--- src/rtl/fifo_wr_arb_ctrl_pkg.sv ---
// Shared types and pointer/flag helpers for the single-clock FIFO write-arbitration controller.
// The pointer types are sized for the default fifo_mem address width.
package fifo_ctrl_pkg;

  localparam int ADDR_W = 3;

  typedef logic [ADDR_W:0] ptr_t;
  typedef logic [ADDR_W:0] count_t;

  function automatic int depth_of(input int aw);
    return 1 << aw;
  endfunction

  function automatic logic is_empty(input ptr_t wptr, input ptr_t rptr);
    return wptr == rptr;
  endfunction

  // Full when indices match but the wrap bits differ.
  function automatic logic is_full(input ptr_t wptr, input ptr_t rptr);
    return (wptr[ADDR_W] != rptr[ADDR_W]) && (wptr[ADDR_W-1:0] == rptr[ADDR_W-1:0]);
  endfunction

endpackage

--- src/rtl/fifo_wr_arb_ctrl_if.sv ---
// Requester, read-side and fifo_mem-facing signals of the write-arbitration controller.
// slave = the controller, master = the surrounding system driving requests.
interface fifo_wr_arb_ctrl_if #(
  parameter int DATA_WIDTH = 32,
  parameter int ADDR_WIDTH = 3,
  parameter int NUM_REQ    = 2
);
  localparam int GW = $clog2(NUM_REQ);

  logic [NUM_REQ-1:0]            req_valid;
  logic [NUM_REQ*DATA_WIDTH-1:0] req_data;
  logic [NUM_REQ-1:0]            req_ready;
  logic [GW-1:0]                 grant_id;
  logic                          rd_req;
  logic                          rd_valid;
  logic                          mem_w_en;
  logic                          mem_r_en;
  logic [ADDR_WIDTH:0]           mem_wptr;
  logic [ADDR_WIDTH:0]           mem_rptr;
  logic [DATA_WIDTH-1:0]         mem_data_in;
  logic                          mem_fifo_full;
  logic                          mem_fifo_empty;
  logic [ADDR_WIDTH:0]           count;
  logic                          almost_full;
  logic                          almost_empty;
  logic                          clr_err;
  logic                          underflow_err;

  modport slave (
    input  req_valid, req_data, rd_req, clr_err,
    output req_ready, grant_id, rd_valid, mem_w_en, mem_r_en, mem_wptr, mem_rptr,
           mem_data_in, mem_fifo_full, mem_fifo_empty, count, almost_full,
           almost_empty, underflow_err
  );

  modport master (
    output req_valid, req_data, rd_req, clr_err,
    input  req_ready, grant_id, rd_valid, mem_w_en, mem_r_en, mem_wptr, mem_rptr,
           mem_data_in, mem_fifo_full, mem_fifo_empty, count, almost_full,
           almost_empty, underflow_err
  );
endinterface

--- src/rtl/fifo_wr_arb_ctrl_rr_arbiter.sv ---
// Combinational round-robin arbiter: scans from the requester after the last grant, wrapping.
module rr_arbiter #(
  parameter int NUM_REQ = 2,
  parameter int GW      = $clog2(NUM_REQ)
) (
  input  logic [NUM_REQ-1:0] req,
  input  logic [GW-1:0]      last,
  output logic [NUM_REQ-1:0] grant,
  output logic [GW-1:0]      grant_id
);

  always_comb begin
    logic          found;
    logic [GW-1:0] idx;
    grant    = '0;
    grant_id = '0;
    found    = 1'b0;
    idx      = '0;
    for (int k = 1; k <= NUM_REQ; k++) begin
      idx = GW'((int'(last) + k) % NUM_REQ);
      if (!found && req[idx]) begin
        found       = 1'b1;
        grant[idx]  = 1'b1;
        grant_id    = idx;
      end
    end
  end

endmodule

--- src/rtl/fifo_wr_arb_ctrl.sv ---
// Pointer/flag controller for fifo_mem with round-robin arbitration of several writers.
// Flags, grant and memory strobes are combinational from the registered pointers.
module fifo_wr_arb_ctrl
  import fifo_ctrl_pkg::*;
#(
  parameter int DATA_WIDTH = 32,
  parameter int ADDR_WIDTH = ADDR_W,
  parameter int NUM_REQ    = 2,
  parameter int AF_MARGIN  = 1,
  parameter int AE_MARGIN  = 1
) (
  input logic             clk,
  input logic             rst,
  fifo_wr_arb_ctrl_if.slave bus
);

  localparam int GW    = $clog2(NUM_REQ);
  localparam int DEPTH = depth_of(ADDR_WIDTH);

  ptr_t                  wptr_reg;
  ptr_t                  rptr_reg;
  logic [GW-1:0]         last_reg;
  logic                  rd_valid_reg;
  logic                  underflow_reg;

  logic                  full;
  logic                  empty;
  count_t                occ;
  logic [NUM_REQ-1:0]    grant;
  logic [GW-1:0]         gid;
  logic                  w_en;
  logic                  r_en;
  logic [DATA_WIDTH-1:0] slice [NUM_REQ];

  genvar gi;
  generate
    for (gi = 0; gi < NUM_REQ; gi++) begin : g_slice
      assign slice[gi] = bus.req_data[gi*DATA_WIDTH +: DATA_WIDTH];
    end
  endgenerate

  assign full  = is_full(wptr_reg, rptr_reg);
  assign empty = is_empty(wptr_reg, rptr_reg);
  assign occ   = wptr_reg - rptr_reg;

  // Masking requests with !full keeps req_ready low while the FIFO cannot accept.
  rr_arbiter #(.NUM_REQ(NUM_REQ), .GW(GW)) u_arb (
    .req      (bus.req_valid & {NUM_REQ{~full}}),
    .last     (last_reg),
    .grant    (grant),
    .grant_id (gid)
  );

  assign w_en = |(bus.req_valid & grant);
  assign r_en = bus.rd_req & ~empty;

  always_ff @(posedge clk) begin
    if (rst) begin
      wptr_reg      <= '0;
      rptr_reg      <= '0;
      last_reg      <= GW'(NUM_REQ - 1);
      rd_valid_reg  <= 1'b0;
      underflow_reg <= 1'b0;
    end else begin
      if (w_en) begin
        wptr_reg <= wptr_reg + ptr_t'(1);
        last_reg <= gid;
      end
      if (r_en) begin
        rptr_reg <= rptr_reg + ptr_t'(1);
      end
      rd_valid_reg <= r_en;
      if (bus.rd_req && empty) begin
        underflow_reg <= 1'b1;
      end else if (bus.clr_err) begin
        underflow_reg <= 1'b0;
      end
    end
  end

  assign bus.req_ready      = grant;
  assign bus.grant_id       = gid;
  assign bus.mem_w_en       = w_en;
  assign bus.mem_r_en       = r_en;
  assign bus.mem_wptr       = wptr_reg;
  assign bus.mem_rptr       = rptr_reg;
  assign bus.mem_data_in    = w_en ? slice[gid] : '0;
  assign bus.mem_fifo_full  = full;
  assign bus.mem_fifo_empty = empty;
  assign bus.count          = occ;
  assign bus.almost_full    = (occ >= count_t'(DEPTH - AF_MARGIN));
  assign bus.almost_empty   = (occ <= count_t'(AE_MARGIN));
  assign bus.rd_valid       = rd_valid_reg;
  assign bus.underflow_err  = underflow_reg;

endmodule

--- src/flat_wrapper.sv ---
// flat-port wrapper written by rule: the top's interface ports become plain ports
module fifo_wr_arb_ctrl_flat import fifo_ctrl_pkg::*;
#(
  parameter int DATA_WIDTH = 32,
  parameter int ADDR_WIDTH = ADDR_W,
  parameter int NUM_REQ    = 2,
  parameter int AF_MARGIN  = 1,
  parameter int AE_MARGIN  = 1
)
  (clk, rst, bus_req_valid, bus_req_data, bus_rd_req, bus_clr_err, bus_req_ready, bus_grant_id, bus_rd_valid, bus_mem_w_en, bus_mem_r_en, bus_mem_wptr, bus_mem_rptr, bus_mem_data_in, bus_mem_fifo_full, bus_mem_fifo_empty, bus_count, bus_almost_full, bus_almost_empty, bus_underflow_err);
  fifo_wr_arb_ctrl_if #(.DATA_WIDTH(DATA_WIDTH), .ADDR_WIDTH(ADDR_WIDTH), .NUM_REQ(NUM_REQ)) bus_i ();
  input logic clk;
  input logic rst;
  input wire logic [$bits(bus_i.req_valid)-1:0] bus_req_valid;
  input wire logic [$bits(bus_i.req_data)-1:0] bus_req_data;
  input wire logic [$bits(bus_i.rd_req)-1:0] bus_rd_req;
  input wire logic [$bits(bus_i.clr_err)-1:0] bus_clr_err;
  output wire logic [$bits(bus_i.req_ready)-1:0] bus_req_ready;
  output wire logic [$bits(bus_i.grant_id)-1:0] bus_grant_id;
  output wire logic [$bits(bus_i.rd_valid)-1:0] bus_rd_valid;
  output wire logic [$bits(bus_i.mem_w_en)-1:0] bus_mem_w_en;
  output wire logic [$bits(bus_i.mem_r_en)-1:0] bus_mem_r_en;
  output wire logic [$bits(bus_i.mem_wptr)-1:0] bus_mem_wptr;
  output wire logic [$bits(bus_i.mem_rptr)-1:0] bus_mem_rptr;
  output wire logic [$bits(bus_i.mem_data_in)-1:0] bus_mem_data_in;
  output wire logic [$bits(bus_i.mem_fifo_full)-1:0] bus_mem_fifo_full;
  output wire logic [$bits(bus_i.mem_fifo_empty)-1:0] bus_mem_fifo_empty;
  output wire logic [$bits(bus_i.count)-1:0] bus_count;
  output wire logic [$bits(bus_i.almost_full)-1:0] bus_almost_full;
  output wire logic [$bits(bus_i.almost_empty)-1:0] bus_almost_empty;
  output wire logic [$bits(bus_i.underflow_err)-1:0] bus_underflow_err;
  assign bus_i.req_valid = bus_req_valid;
  assign bus_i.req_data = bus_req_data;
  assign bus_i.rd_req = bus_rd_req;
  assign bus_i.clr_err = bus_clr_err;
  assign bus_req_ready = bus_i.req_ready;
  assign bus_grant_id = bus_i.grant_id;
  assign bus_rd_valid = bus_i.rd_valid;
  assign bus_mem_w_en = bus_i.mem_w_en;
  assign bus_mem_r_en = bus_i.mem_r_en;
  assign bus_mem_wptr = bus_i.mem_wptr;
  assign bus_mem_rptr = bus_i.mem_rptr;
  assign bus_mem_data_in = bus_i.mem_data_in;
  assign bus_mem_fifo_full = bus_i.mem_fifo_full;
  assign bus_mem_fifo_empty = bus_i.mem_fifo_empty;
  assign bus_count = bus_i.count;
  assign bus_almost_full = bus_i.almost_full;
  assign bus_almost_empty = bus_i.almost_empty;
  assign bus_underflow_err = bus_i.underflow_err;
  fifo_wr_arb_ctrl #(.DATA_WIDTH(DATA_WIDTH), .ADDR_WIDTH(ADDR_WIDTH), .NUM_REQ(NUM_REQ), .AF_MARGIN(AF_MARGIN), .AE_MARGIN(AE_MARGIN)) u_core (.clk(clk), .rst(rst), .bus(bus_i));
endmodule
--- config.mk ---
export PLATFORM = sky130hd
export DESIGN_NAME = fifo_wr_arb_ctrl_flat
export DESIGN_NICKNAME = d
export VERILOG_FILES = /design/src/rtl/fifo_wr_arb_ctrl_pkg.sv /design/src/rtl/fifo_wr_arb_ctrl_if.sv /design/src/rtl/fifo_wr_arb_ctrl_rr_arbiter.sv /design/src/rtl/fifo_wr_arb_ctrl.sv /design/src/flat_wrapper.sv
export SDC_FILE = /design/constraint.sdc
export NUM_CORES = 1
export LEC_CHECK = 0
export BUFFER_PORTS_ARGS = -buffer_cell sky130_fd_sc_hd__buf_2
export CAP_MARGIN = 20
export CORE_MARGIN = 2
export CORE_UTILIZATION = 38
export CTS_CLUSTER_SIZE = 12
export DETAILED_ROUTE_END_ITERATION = 7
export PLACE_DENSITY = 0.86
export SETUP_SLACK_MARGIN = 0.1
export SLEW_MARGIN = 20
export SYNTH_ARGS = -nofsm -noshare
export SYNTH_HDL_FRONTEND = slang
export SYNTH_SLANG_ARGS = --single-unit
export TNS_END_PERCENT = 100
--- constraint.sdc ---
create_clock -name clk -period 2.6 [get_ports clk]
set_input_delay 0.13 -clock clk [delete_from_list [all_inputs] [get_ports clk]]
set_output_delay 0.13 -clock clk [all_outputs]
set_load 0.05 [all_outputs]
* Word-level counts from Yosys, hierarchy flattened *
Cells that the tools add are included.

word-level totals
  output and inout bits = 55
  flip-flop bits (word level) = 11
  logic and storage cells = 54

cells by class
  bitwise operators = 7
  add/subtract/negate cells = 5
  equal/unequal tests = 3
  reductions and logical operators = 8
  $lt $le $gt $ge = 7
  mux-type cells = 19

operators with widths
  kind                 number
  $mux 32              4
  $mux 1               11
  $add 4x1->4 const B  2
  $logic_and 1x1->1    5
  $and 2x2->2          2
  $eq 4x4->1           1
  $ge 4x3->1 const B   1
  $le 4x1->1 const B   1
  $lt 1x2->1 const B   2
  $mux 2               2
  $sub 4x4->4          1
  $eq 3x3->1           1
  $add 1x1->1 const B  2
  $demux 1 s1          2
  $ge 1x1->1 const B   2
  $ge 2x2->1 const B   1
  $not 1->1            2
  $not 1->2            1
  $or 2x2->2           1
  $reduce_bool 2->1    1
  $reduce_or 2->1      1
  $and 1x1->1          1
  $logic_not 1->1      1
  $ne 1x1->1           1

* Longest topological paths before layout *
  word-level depth = 15
  depth in mapped cells = 7

* Hierarchy *
Synthesis repeated with hierarchy kept, for this count alone.

second synthesis, totals
  cell total of the unflattened synthesis = 157
  area total of the unflattened synthesis = 1187.4 um^2

by module, submodules not included
  module            area each (um^2)  cells an instance  instances
  fifo_wr_arb_ctrl  1161.1            153                1
  rr_arbiter        26.3              4                  1

* Worst setup path before layout *
No wires, ideal clock.

  path kind = reg2out
  start = register u_core.rptr_reg[0] (netlist: u_core.bus.mem_rptr[0])
  end = output port bus_almost_full
  stages on the path, launching flop included = 7
  data arrival time = 2.888 ns
  required time = 2.470 ns
  setup slack = -0.418 ns
  path through = dfxtp_1 ha_1 inv_1 fa_1 xor2_1 nand3_1 o21ai_0

between the ends
  longest elaborated chain between the ends = 2

RTL lines
  element                   line                    RTL
  start: declaration        fifo_wr_arb_ctrl.sv:21  ptr_t rptr_reg;
  start signal: assignment  fifo_wr_arb_ctrl.sv:70  rptr_reg <= rptr_reg + ptr_t'(1);
  $sub 4x4->4               fifo_wr_arb_ctrl.sv:44  assign occ = wptr_reg - rptr_reg;
  named net bus_count[2]    flat_wrapper.sv:28      output wire logic [$bits(bus_i.count)-1:0] bus_count;
  $ge 4x3->1                fifo_wr_arb_ctrl.sv:91  assign bus.almost_full = (occ >= count_t'(DEPTH - AF_MARGIN));
  end: declaration          flat_wrapper.sv:29      output wire logic [$bits(bus_i.almost_full)-1:0] bus_almost_full;

The timed path passes the listed nets, and every way through them passes these cells.

* Worst setup path after layout *
  start = register u_core.rptr_reg[2] (netlist: u_core.bus.mem_rptr[2])
  end = output port bus_mem_data_in[12]

between the ends
  longest elaborated chain between the ends = 15
  elaborated cells on any way between the ends = 23
  those cells by class = eq/ne (1); mux (13); bitwise (5); reduce/logical (4)

RTL lines
  element                                     line                               RTL
  $eq 3x3->1 *                                fifo_wr_arb_ctrl_pkg.sv:20         return (wptr[ADDR_W] != rptr[ADDR_W]) && (wptr[ADDR_W-1:0] == rptr[ADDR_W-1:0]);
  $logic_and 1x1->1 *                         fifo_wr_arb_ctrl_pkg.sv:20
  $not 1->1 *                                 fifo_wr_arb_ctrl.sv:48             .req (bus.req_valid & {NUM_REQ{~full}}),
  $and 2x2->2 *                               fifo_wr_arb_ctrl.sv:48
  $mux 1 (implied by the code) (2 in a row)   fifo_wr_arb_ctrl_rr_arbiter.sv:21  if (!found && req[idx]) begin
  $mux 1                                      fifo_wr_arb_ctrl_rr_arbiter.sv:21
  $logic_not 1->1                             fifo_wr_arb_ctrl_rr_arbiter.sv:21
  $logic_and 1x1->1                           fifo_wr_arb_ctrl_rr_arbiter.sv:21
  $mux 1                                      fifo_wr_arb_ctrl_rr_arbiter.sv:21
  $not 1->2 (implied by the code)             fifo_wr_arb_ctrl.sv:87             assign bus.mem_data_in = w_en ? slice[gid] : '0;
  $mux 32 (implied by the code) (3 in a row)  fifo_wr_arb_ctrl.sv:87
  $mux 32 *                                   fifo_wr_arb_ctrl.sv:87
  end: declaration                            flat_wrapper.sv:25                 output wire logic [$bits(bus_i.mem_data_in)-1:0] bus_mem_data_in;

Every way passes the cells marked *; elsewhere a longest branch is shown, timed or not. The select of a mux whose other input is x is not followed.

==> flow_summary.ini <==
[run_status]
status = completed

[synth]
ys.flop_type = dfxtp_1
synthArstFlopShare_pct = 0
synth-seq-area-share_pct = 18.11
syn_area_mm2 = 0.001216
yosys.area.top_type_share_pct = 23.77
ys.warnings.count = 0
synth.most_common_cell = nor2_1
synth_edf_count = 0
synth_cell_types = 33
synth_top_area_cell = a32oi_1
syn_inst = 166
synth_area_leaders = a32oi_1 24%, dfxtp_1 18%, nor2_1 14%, ha_1 5.1%, clkbuf_1 3.1%
ys_ff_latch = 11
syn_avg_cell_area_um2 = 7.326
synth_nets = 242
synth.top_cells.by_count = 46 x nor2_1, 33 x a32oi_1, 11 x dfxtp_1

[die]
rows = 20
die_w_um = 60.57
pin_count = 125
core_area_mm2 = 0.003053
dieArea_mm2 = 0.003669
die_h_um = 60.57
start_util_pct = 39.84

[detailed_routing]
drt-met1-wl_mm = 1.746
ant_nets = 0
wl_met3_um = 355
vias = 1726
wl_met2_mm = 2.189
drt_iter0_drc = 109
drcViolationCount = 0
vias_per_cell = 5.294
drt_first_pass_iters = 4
drt_wl_total_mm = 4.320
dr.max_layer_used = met4
wl_per_cell_um = 13.25

[critical_path]
start_kind = flop
worst_path_max_delay_cell = nor2_4
worst-path-max-fanout = 19
worstPathRequired_ns = 2.47
worstPathArrival_ns = 2.21
reg2reg_to = u_core.bus.mem_rptr[0]$_SDFFE_PP0P_
cp_num_buf_inv = 3
crit_family = simple AND/OR/NAND/NOR gates
cp-end-kind = output port
crit_chain = inv_1 -> ha_1 -> nand3_1 -> nor2_4 -> buf_12 -> nor2_1 -> buf_2
r2r_start = u_core.bus.mem_rptr[2]$_SDFFE_PP0P_
r2r_cells = 5
crit_type = reg2out
reg2reg_slack_ns = 0.72
cpPeakStageDelay_ns = 0.40

[power]
leakagePower_nw = 1.040
p_comb_share_pct = 72.2
p_sw_share_pct = 60.62
p_total_mw = 1.186
intPower_mw = 0.4670
switchingPower_mw = 0.7188
peakVddDrop_mv = 0.5407
p_per_area_mw_per_mm2 = 617.8
pwr-share-seq_pct = 17.3
clock_power_share_pct = 10.5

[clock_tree]
clk_pin_slew_ns = 0.07
postCtsResizedCells = 0
cts_sinks = 11
clk_latency_ns = 0.28
tritoncts = yes
clock_path_buffers = 2
cts-buffers-inserted = 3
cts_hold_buf = 0
cts_root_buf = clkbuf_4
cts_setup_buffers = 0
htree_levels = 1

[timing]
worstMarginPinSlew_ns = 0.4591
slew_headroom_pct = 69.25
final_max_slew_viol_count = 0
fmax_ghz = 0.4270
rsz0062_at_grt = false
fin_skew_ns = 0.01204
setup_tns_ns = 0
setup_viol = 0
finalCritPeriodShare_pct = 90.08
fin_crit_ns = 2.342
hold_violations = 0

[placed_design]
hpwl_mm = 3.375
io_buffers = 124
gp_congestion = 0.8549

[global_routing]
antenna_found_initial = 0
grt-ovfl-total = 0
grt_pass1_wl_mm = 5.954
grt_max_degree = 35
grt_pass1_vias = 1350
grt_use_total_pct = 20.71

[final_layout]
fin_util_pct = 62.87
area_growth_pct = 57.82
multiInputGateArea_um2 = 928.4
regArea_um2 = 220.2
drive_gt1_share_pct = 50.71
fillerInstances = 296
diodes = 0
nNetsFinal = 359

[flow_run]
maxCapViolations = 0

[worst_hold_path]
holdPathEnd = u_core.bus.underflow_err$_SDFFE_PP0P_
hold_path_class = in2reg
hold_depth = 4
hp-start = bus_clr_err
==> power by group through the flow <==
stage                     clock [mW]  combinational (mW)  sequential, mW
after floorplan                    0               0.611           0.260
after global placement             0               0.849           0.207
after detailed placement           0               0.858           0.208
after CTS                      0.128               0.860           0.205
after global routing           0.137               0.910           0.207
final                          0.124               0.857           0.205
==> cells in the final DEF (no fill, tap or decap) <==
cell,instances
buf_12,1
a21boi_2,1
nor2_4,1
xnor2_2,1
a21oi_1,7
nand4_1,1
o2111ai_1,2
nor2b_1,6
fa_1,1
inv_1,7
nand2b_1,1
a21boi_4,1
dfxtp_1,11
ha_1,5
buf_4,3
mux2i_1,1
and2_1,1
nand2_1,4
o21ai_0,2
and3_1,2
a211o_1,1
xor2_2,2
mux2_4,1
nor2_1,46
clkbuf_4,3
clkbuf_1,1
buf_2,124
mux2_1,2
o21a_1,1
a32oi_1,33
o31ai_1,1
mux2_2,3
nand3_1,2
o21ai_2,1
nand3b_1,1
a21oi_4,1
==> layer usage <==
layer,vias to the layer above,GRT usage (%)
met4,0,5.280
li1,850,-
met2,77,36.56
met1,795,25.81
met3,4,4.051
met5,-,0
==> cell type report <==
class | count | share of cell area, %
Tap cell | 44 | 2.868
Inverter | 7 | 1.369
Sequential cell | 11 | 11.47
Clock buffer | 4 | 1.369
Multi-Input combinational cell | 132 | 48.37
Timing Repair Buffer | 128 | 34.55
==> through the flow <==
step	area, um^2	worst slack [ns]	hold WS (ns)	instances
2_1_floorplan	1242	0.08847	0.2953	166
3_3_place_gp	1893	0.6402	0.4146	322
6_report	1919	0.2579	0.1541	326
5_1_grt	1919	0.1061	0.1668	326
3_5_place_dp	1893	0.5549	0.4301	322
4_1_cts	1919	0.2509	0.1560	326
==> worst max-delay path by stage <==
stage | depth (start not counted) | from | endpoint
5_1_grt | 7 | u_core.bus.mem_rptr[2]$_SDFFE_PP0P_ | bus_mem_data_in[9]
3_5_place_dp | 7 | u_core.bus.mem_rptr[2]$_SDFFE_PP0P_ | bus_mem_data_in[12]
4_1_cts | 7 | u_core.bus.mem_rptr[2]$_SDFFE_PP0P_ | bus_mem_data_in[12]
6_report | 7 | u_core.bus.mem_rptr[2]$_SDFFE_PP0P_ | bus_mem_data_in[12]
3_3_place_gp | 7 | u_core.bus.mem_rptr[2]$_SDFFE_PP0P_ | bus_mem_data_in[19]
2_1_floorplan | 6 | u_core.bus.mem_rptr[1]$_SDFFE_PP0P_ | bus_mem_data_in[23]
==> logic make-up after synthesis <==
kind of cell	Yosys count	share of synthesized area [%]
and+or+nand+nor	65	23.46
AOI/OAI and AO/OA	51	33.85
buffers and inverters	23	7.716
DFF	11	18.11
muxes	7	6.687
adders and majority gates	6	6.790
xor gates and xnor gates	3	3.396
==> tightest hold or removal path, stage by stage <==
cell and delay (ns):
buf_2 0.09, inv_1 0.04, a32oi_1 0.05, nor2_1 0.08
No activity file was read; power rests on OpenSTA's default activity.
